==> src/rtl/gpgpu_host_wg_dispatcher_pkg.sv <==
// Shared types for the host workgroup dispatcher: FSM state encoding.
package gpgpu_host_wg_dispatcher_pkg;

  typedef enum logic [2:0] {
    StIdle,
    StLoad,
    StIssue,
    StDrain,
    StDone
  } disp_state_e;

endpackage

==> src/rtl/gpgpu_disp_fifo.sv <==
// Synchronous FIFO for queued kernel commands; push ignored when full, pop ignored when empty.
module gpgpu_disp_fifo #(
  parameter int unsigned WIDTH = 8,
  parameter int unsigned DEPTH = 4
) (
  input  logic             clk,
  input  logic             rst,
  input  logic             push,
  input  logic             pop,
  input  logic [WIDTH-1:0] wdata,
  output logic [WIDTH-1:0] rdata,
  output logic             full,
  output logic             empty
);

  localparam int unsigned AW = $clog2(DEPTH);
  localparam logic [AW:0] PtrInc = (AW + 1)'(1);

  logic [AW:0]      wr_ptr_q, rd_ptr_q;
  logic [WIDTH-1:0] mem_q [DEPTH];
  logic             do_push, do_pop;

  // Extra pointer bit distinguishes full from empty when the indices match.
  assign full    = (wr_ptr_q[AW] != rd_ptr_q[AW]) && (wr_ptr_q[AW-1:0] == rd_ptr_q[AW-1:0]);
  assign empty   = (wr_ptr_q == rd_ptr_q);
  assign do_push = push && !full;
  assign do_pop  = pop && !empty;
  assign rdata   = mem_q[rd_ptr_q[AW-1:0]];

  always_ff @(posedge clk or posedge rst) begin
    if (rst) begin
      wr_ptr_q <= '0;
      rd_ptr_q <= '0;
    end else begin
      if (do_push) wr_ptr_q <= wr_ptr_q + PtrInc;
      if (do_pop)  rd_ptr_q <= rd_ptr_q + PtrInc;
    end
  end

  always_ff @(posedge clk) begin
    if (do_push) mem_q[wr_ptr_q[AW-1:0]] <= wdata;
  end

endmodule

==> src/rtl/gpgpu_host_wg_dispatcher.sv <==
// Host-side workgroup dispatcher: queues kernel launches, expands each into sequential
// workgroup requests with an in-flight cap, and tracks completions per kernel.
module gpgpu_host_wg_dispatcher
  import gpgpu_host_wg_dispatcher_pkg::*;
#(
  parameter int unsigned WG_ID_W      = 32,
  parameter int unsigned DESC_W       = 256,
  parameter int unsigned CNT_W        = 16,
  parameter int unsigned KQ_DEPTH     = 4,
  parameter int unsigned MAX_INFLIGHT = 8
) (
  input  logic               clk,
  input  logic               rst,
  input  logic               kcmd_valid_i,
  output logic               kcmd_ready_o,
  input  logic [WG_ID_W-1:0] kcmd_base_wg_id_i,
  input  logic [CNT_W-1:0]   kcmd_num_wg_i,
  input  logic [DESC_W-1:0]  kcmd_desc_i,
  output logic               host_req_valid_o,
  input  logic               host_req_ready_i,
  output logic [WG_ID_W-1:0] host_req_wg_id_o,
  output logic [DESC_W-1:0]  host_req_desc_o,
  input  logic               host_rsp_valid_i,
  output logic               host_rsp_ready_o,
  input  logic [WG_ID_W-1:0] host_rsp_wg_id_i,
  output logic               kernel_done_o,
  output logic               busy_o,
  output logic [CNT_W-1:0]   inflight_o,
  output logic               err_wg_id_o
);

  localparam int unsigned FifoW = WG_ID_W + CNT_W + DESC_W;
  localparam logic [CNT_W-1:0] MaxInflight = CNT_W'(MAX_INFLIGHT);

  disp_state_e        state_q;
  logic [WG_ID_W-1:0] base_q, wg_id_q;
  logic [CNT_W-1:0]   num_q, issued_q, inflight_q, inflight_d, issued_inc;
  logic [DESC_W-1:0]  desc_q;
  logic               req_valid_q, done_q, err_q, live_q;

  logic               fifo_push, fifo_pop, fifo_full, fifo_empty;
  logic [FifoW-1:0]   fifo_rdata;
  logic               accept, rsp_in, in_window, id_ok, rsp_ok, rsp_bad;
  logic [WG_ID_W-1:0] id_off;

  assign kcmd_ready_o = live_q && !fifo_full;
  assign fifo_push    = kcmd_valid_i && kcmd_ready_o;
  assign fifo_pop     = (state_q == StIdle) && !fifo_empty;

  gpgpu_disp_fifo #(
    .WIDTH(FifoW),
    .DEPTH(KQ_DEPTH)
  ) u_kcmd_fifo (
    .clk  (clk),
    .rst  (rst),
    .push (fifo_push),
    .pop  (fifo_pop),
    .wdata({kcmd_base_wg_id_i, kcmd_num_wg_i, kcmd_desc_i}),
    .rdata(fifo_rdata),
    .full (fifo_full),
    .empty(fifo_empty)
  );

  assign accept     = req_valid_q && host_req_ready_i;
  assign rsp_in     = host_rsp_valid_i && live_q;
  assign in_window  = (state_q == StIssue) || (state_q == StDrain);
  // Offset arithmetic wraps modulo 2**WG_ID_W, so ranges crossing zero check correctly.
  assign id_off     = host_rsp_wg_id_i - base_q;
  assign id_ok      = id_off < WG_ID_W'(issued_q);
  assign rsp_ok     = rsp_in && in_window && id_ok && (inflight_q != '0);
  assign rsp_bad    = rsp_in && !(in_window && id_ok);
  assign issued_inc = issued_q + CNT_W'(1);

  always_comb begin
    inflight_d = inflight_q;
    if (accept && !rsp_ok) begin
      inflight_d = inflight_q + CNT_W'(1);
    end else if (!accept && rsp_ok) begin
      inflight_d = inflight_q - CNT_W'(1);
    end
  end

  always_ff @(posedge clk or posedge rst) begin
    if (rst) begin
      state_q     <= StIdle;
      base_q      <= '0;
      num_q       <= '0;
      desc_q      <= '0;
      issued_q    <= '0;
      inflight_q  <= '0;
      wg_id_q     <= '0;
      req_valid_q <= 1'b0;
      done_q      <= 1'b0;
      err_q       <= 1'b0;
      live_q      <= 1'b0;
    end else begin
      live_q <= 1'b1;
      done_q <= 1'b0;
      if (rsp_bad) err_q <= 1'b1;
      unique case (state_q)
        StIdle: begin
          if (!fifo_empty) begin
            {base_q, num_q, desc_q} <= fifo_rdata;
            issued_q <= '0;
            state_q  <= StLoad;
          end
        end
        StLoad: begin
          if (num_q == '0) begin
            done_q  <= 1'b1;
            state_q <= StDone;
          end else begin
            req_valid_q <= 1'b1;
            wg_id_q     <= base_q;
            state_q     <= StIssue;
          end
        end
        StIssue: begin
          inflight_q <= inflight_d;
          if (accept) begin
            issued_q    <= issued_inc;
            wg_id_q     <= base_q + WG_ID_W'(issued_inc);
            req_valid_q <= (issued_inc != num_q) && (inflight_d < MaxInflight);
            if (issued_inc == num_q) state_q <= StDrain;
          end else if (!req_valid_q && (inflight_d < MaxInflight)) begin
            // Throttled earlier; a completion freed a slot.
            req_valid_q <= 1'b1;
          end
        end
        StDrain: begin
          inflight_q <= inflight_d;
          if (inflight_q == '0) begin
            done_q  <= 1'b1;
            state_q <= StDone;
          end
        end
        StDone: begin
          state_q <= StIdle;
        end
        default: begin
          state_q <= StIdle;
        end
      endcase
    end
  end

  assign host_req_valid_o = req_valid_q;
  assign host_req_wg_id_o = wg_id_q;
  assign host_req_desc_o  = desc_q;
  assign host_rsp_ready_o = live_q;
  assign kernel_done_o    = done_q;
  assign busy_o           = (state_q != StIdle) || !fifo_empty;
  assign inflight_o       = inflight_q;
  assign err_wg_id_o      = err_q;

endmodule
==> config.mk <==
export PLATFORM = sky130hd
export DESIGN_NAME = gpgpu_host_wg_dispatcher
export DESIGN_NICKNAME = d
export VERILOG_FILES = /design/src/rtl/gpgpu_host_wg_dispatcher_pkg.sv /design/src/rtl/gpgpu_disp_fifo.sv /design/src/rtl/gpgpu_host_wg_dispatcher.sv
export SDC_FILE = /design/constraint.sdc
export NUM_CORES = 2
export LEC_CHECK = 0
export ABC_CLOCK_PERIOD_IN_PS = 15250
export CORE_AREA = 2 2 319 321
export DETAILED_ROUTE_END_ITERATION = 6
export DIE_AREA = 0 0 321 323
export DONT_BUFFER_PORTS = 1
export PLACE_DENSITY = 0.8
export SYNTH_ARGS = -nofsm -noshare
export SYNTH_HDL_FRONTEND = slang
export SYNTH_SLANG_ARGS = --single-unit
==> constraint.sdc <==
create_clock -name clk -period 15.25 [get_ports clk]
set_input_delay 1.525 -clock clk [delete_from_list [all_inputs] [get_ports clk]]
set_output_delay 1.525 -clock clk [all_outputs]
set_load 0.005 [all_outputs]
==> reports/results.tsv <==
stage	metric	value	unit
timing	period_minus_slack	7.83	ns
synth	syn-cell-area	62800	um2
power	p_leak	23.8	nW
global_routing	grt_use_met3	0.113	
clocking	clkTransAtPathRegs	0.07	ns
global_routing	top_usage_layer	met2	
die	start_util	0.623	
place	io_buffers	0	
power	power.density	199	nW/um2
die	dieWidth	321	um
final_layout	area.growth.synth_to_final	10.6	%
min_path	hp-class	register to register	
timing	tns	0	ns
synth	synth.avg_cell_area	18.9	um2
clocking	cts_tree	built	
synth	synth_edf_count	1216	
place	hpwl	96.0	mm
clocking	cts_hold_buf	0	
clocking	cts_resized	0	
worst_setup_path	critPathMaxFanout	17	
final_layout	drive_above_1_share	0.250	
routing	via_count	31946	
synth	synthTopCellsByArea	edfxtp_1, dfrtp_1, mux4_2	
timing	fmax	128	MHz
status	status	finished clean	
clocking	clockRootBuffer	clkbuf_16	
run	maxCapViolations	0	
worst_setup_path	crit_type	primary input to register	
final_layout	final_nets	3787	
routing	drtAntennaViolNets	0	
global_routing	antenna_found_initial	3	
worst_setup_path	critPathSlowestCell	o41ai_1	
worst_setup_path	critPathLaunchType	primary input	
power	peakVddDrop	0.178	mV
clocking	clock_latency	0.77	ns
global_routing	grtUsageMet2	0.499	
synth	syn_nets	3741	
timing	final_max_slew_viol_count	0	
die	io_pins	651	
clocking	cts.sinks	1597	
worst_setup_path	end_kind	register	
die	die_y	323	um
routing	dr.pass1.iters	6	
global_routing	gr-total-overflow	0	
clocking	postCtsSetupBuffers	0	
synth	synthArstFlopShare	0.239	
timing	setup_viol	0	
synth	yosysTopAreaCell	edfxtp_1	
timing	fin_skew	0.0257	ns
timing	worst_slew_pin_slew	1.34	ns
global_routing	grt_pass1_vias	33888	
routing	post-route-drc-count	0	
worst_setup_path	crit_family	compound AO/OA/AOI/OAI gates	
global_routing	grt_max_degree	158	
global_routing	grt_pass1_wl	229	mm
routing	totalWireLength	157	mm
die	dieArea	104000	um2
synth	synth.yosys.seq_area_share	0.734	
timing	slew_headroom	0.0998	
synth	yosys.area.top_type_share	0.582	
clocking	cts_buffers	154	
worst_setup_path	cp.buffers_inverters	0	
synth	synth_cells	3326	
power	p_total	13.8	mW
synth	synth.distinct_cells	77	
timing	finalCritPeriodShare	0.514	
worst_setup_path	cpPeakStageDelay	0.76	ns
routing	wire_per_inst	32.6	um
routing	drt_iter0_markers	2857	
die	core.rowCount	117	
synth	synth_seq_cells	1597	
clocking	h-tree-depth	4	
worst_setup_path	arrival	8.50	ns
clocking	cts_buffer_depth	3	
timing	finalHoldViolations	0	
synth	yosys_warnings	0	
global_routing	track_usage	0.306	
timing	rsz0062_at_grt	no	
die	core	101000	um2
routing	vias_per_cell	6.64	
worst_setup_path	cp.required	15.92	ns
global_routing	met1_usage	0.361	
place	gp_congestion	0.917	
synth	synth_ff_type	edfxtp_1	
## power breakdown
group          total, mW  switching [mW]  internal (mW)
sequential          6.39           0.784           5.61
combinational       3.56            1.91           1.65
clock               3.87            1.64           2.23
total               13.8            4.33           9.50
## per-layer routing
layer / wire, um / vias up / part of all wire
li1: - / 13250 / -
met1: 54500 / 16743 / 0.35
met2: 78000 / 1573 / 0.50
met3: 16000 / 374 / 0.10
met4: 8490 / 6 / 0.054
met5: 38 / - / 0.00024
## cells by family after synthesis
| logic type | after synthesis | share of synthesized area |
|---|---|---|
| adders and majority gates | 74 | 0.0150 |
| and+or+nand+nor | 429 | 0.0327 |
| DFF | 1597 | 0.734 |
| xor gates and xnor gates | 106 | 0.0148 |
| AOI/OAI and AO/OA | 303 | 0.0301 |
| buffers and inverters | 230 | 0.0139 |
| other | 1 | 0.0000598 |
| muxes | 586 | 0.160 |
## per-stage QoR
| stage | std cells | instance area (um2) | hold slack [ns] | worst slack, ns | utilization |
|---|---|---|---|---|---|
| after floorplan | 3326 | 62800 | 0.451 | 3.14 | - |
| after global placement | 4525 | 64200 | 0.474 | 6.66 | 0.638 |
| after CTS | 4813 | 69400 | 0.490 | 7.44 | 0.689 |
| final | 4814 | 69400 | 0.495 | 7.42 | 0.689 |
| after detailed placement | 4525 | 64200 | 0.478 | 6.67 | 0.638 |
| after global routing | 4813 | 69400 | 0.528 | 6.93 | 0.689 |
## cells in the final DEF (no fill, tap or decap), drive strengths merged, types with 20 or more instances in the layout
cell	netlist	final
o21ai	104	104
and3	20	20
xnor2	75	75
nor3	31	31
nor2	85	85
mux4	304	304
clkinv	0	49
nand3	40	40
nand4	24	24
nand2	149	149
inv	83	89
clkbuf	116	218
nor4	23	23
edfxtp	1216	1216
xor2	31	31
mux2	277	277
ha	72	72
dfrtp	381	381
a21oi	71	71
buf	31	37
## state kept, by name (all words and copies together) (netlist names), 16 cells and up
signal and flops:
inflight_o 16, num_q 16, issued_q 16, u_kcmd_fifo.mem_q 1216
base_q 32, host_req_desc_o 256, host_req_wg_id_o 32
## synth_stat cells (all sizes together), types with 20 or more instances
library cell / count
nor3: 31
and3: 20
buf: 31
mux4: 304
mux2: 277
xnor2: 75
nor4: 23
nand4: 24
nand3: 40
nand2: 149
ha: 72
a21oi: 71
nor2: 85
edfxtp: 1216
xor2: 31
inv: 83
dfrtp: 381
clkbuf: 116
o21ai: 104
## path summary, 6_finish.rpt
| path | startpoint | endpoint | slack [ns] | cells after the start |
|---|---|---|---|---|
| setup / recovery | host_rsp_wg_id_i[7] | host_req_valid_o | 7.42 | 25 |
| hold / removal | issued_q[15] | issued_q[15] | 0.50 | 1 |
| setup reg to reg | base_q[5] | host_req_valid_o | 7.63 | 26 |
| min in group asynchronous | rst | host_req_desc_o[229] | 0.78 | 1 |
| max in group asynchronous | rst | host_req_desc_o[110] | 12.07 | 3 |
| hold reg to reg | issued_q[15] | issued_q[15] | 0.50 | 1 |
## area by class of cell
class                           instances  area (um2)
Multi-Input combinational cell       1499       15900
Antenna cell                            1        2.50
Fill cell                            5939       31300
Clock inverter                         70         756
Clock buffer                          218        4440
Inverter                               83         319
Timing Repair Buffer                   37         328
Tap cell                             1309        1640
Sequential cell                      1597       46100
## worst reg2reg max path: cells and delay by family, from the launching register on
| family | cells | cell delay (ns) |
|---|---|---|
| flip-flops | 1 | 0.40 |
| XOR/XNOR | 1 | 0.19 |
| adder cells (fa/ha/maj) | 3 | 1.08 |
| AND/OR/NAND/NOR | 9 | 2.43 |
| buffers and inverters | 1 | 0.17 |
| AO/OA/AOI/OAI | 12 | 3.26 |
(Power assumes the default switching activity.)
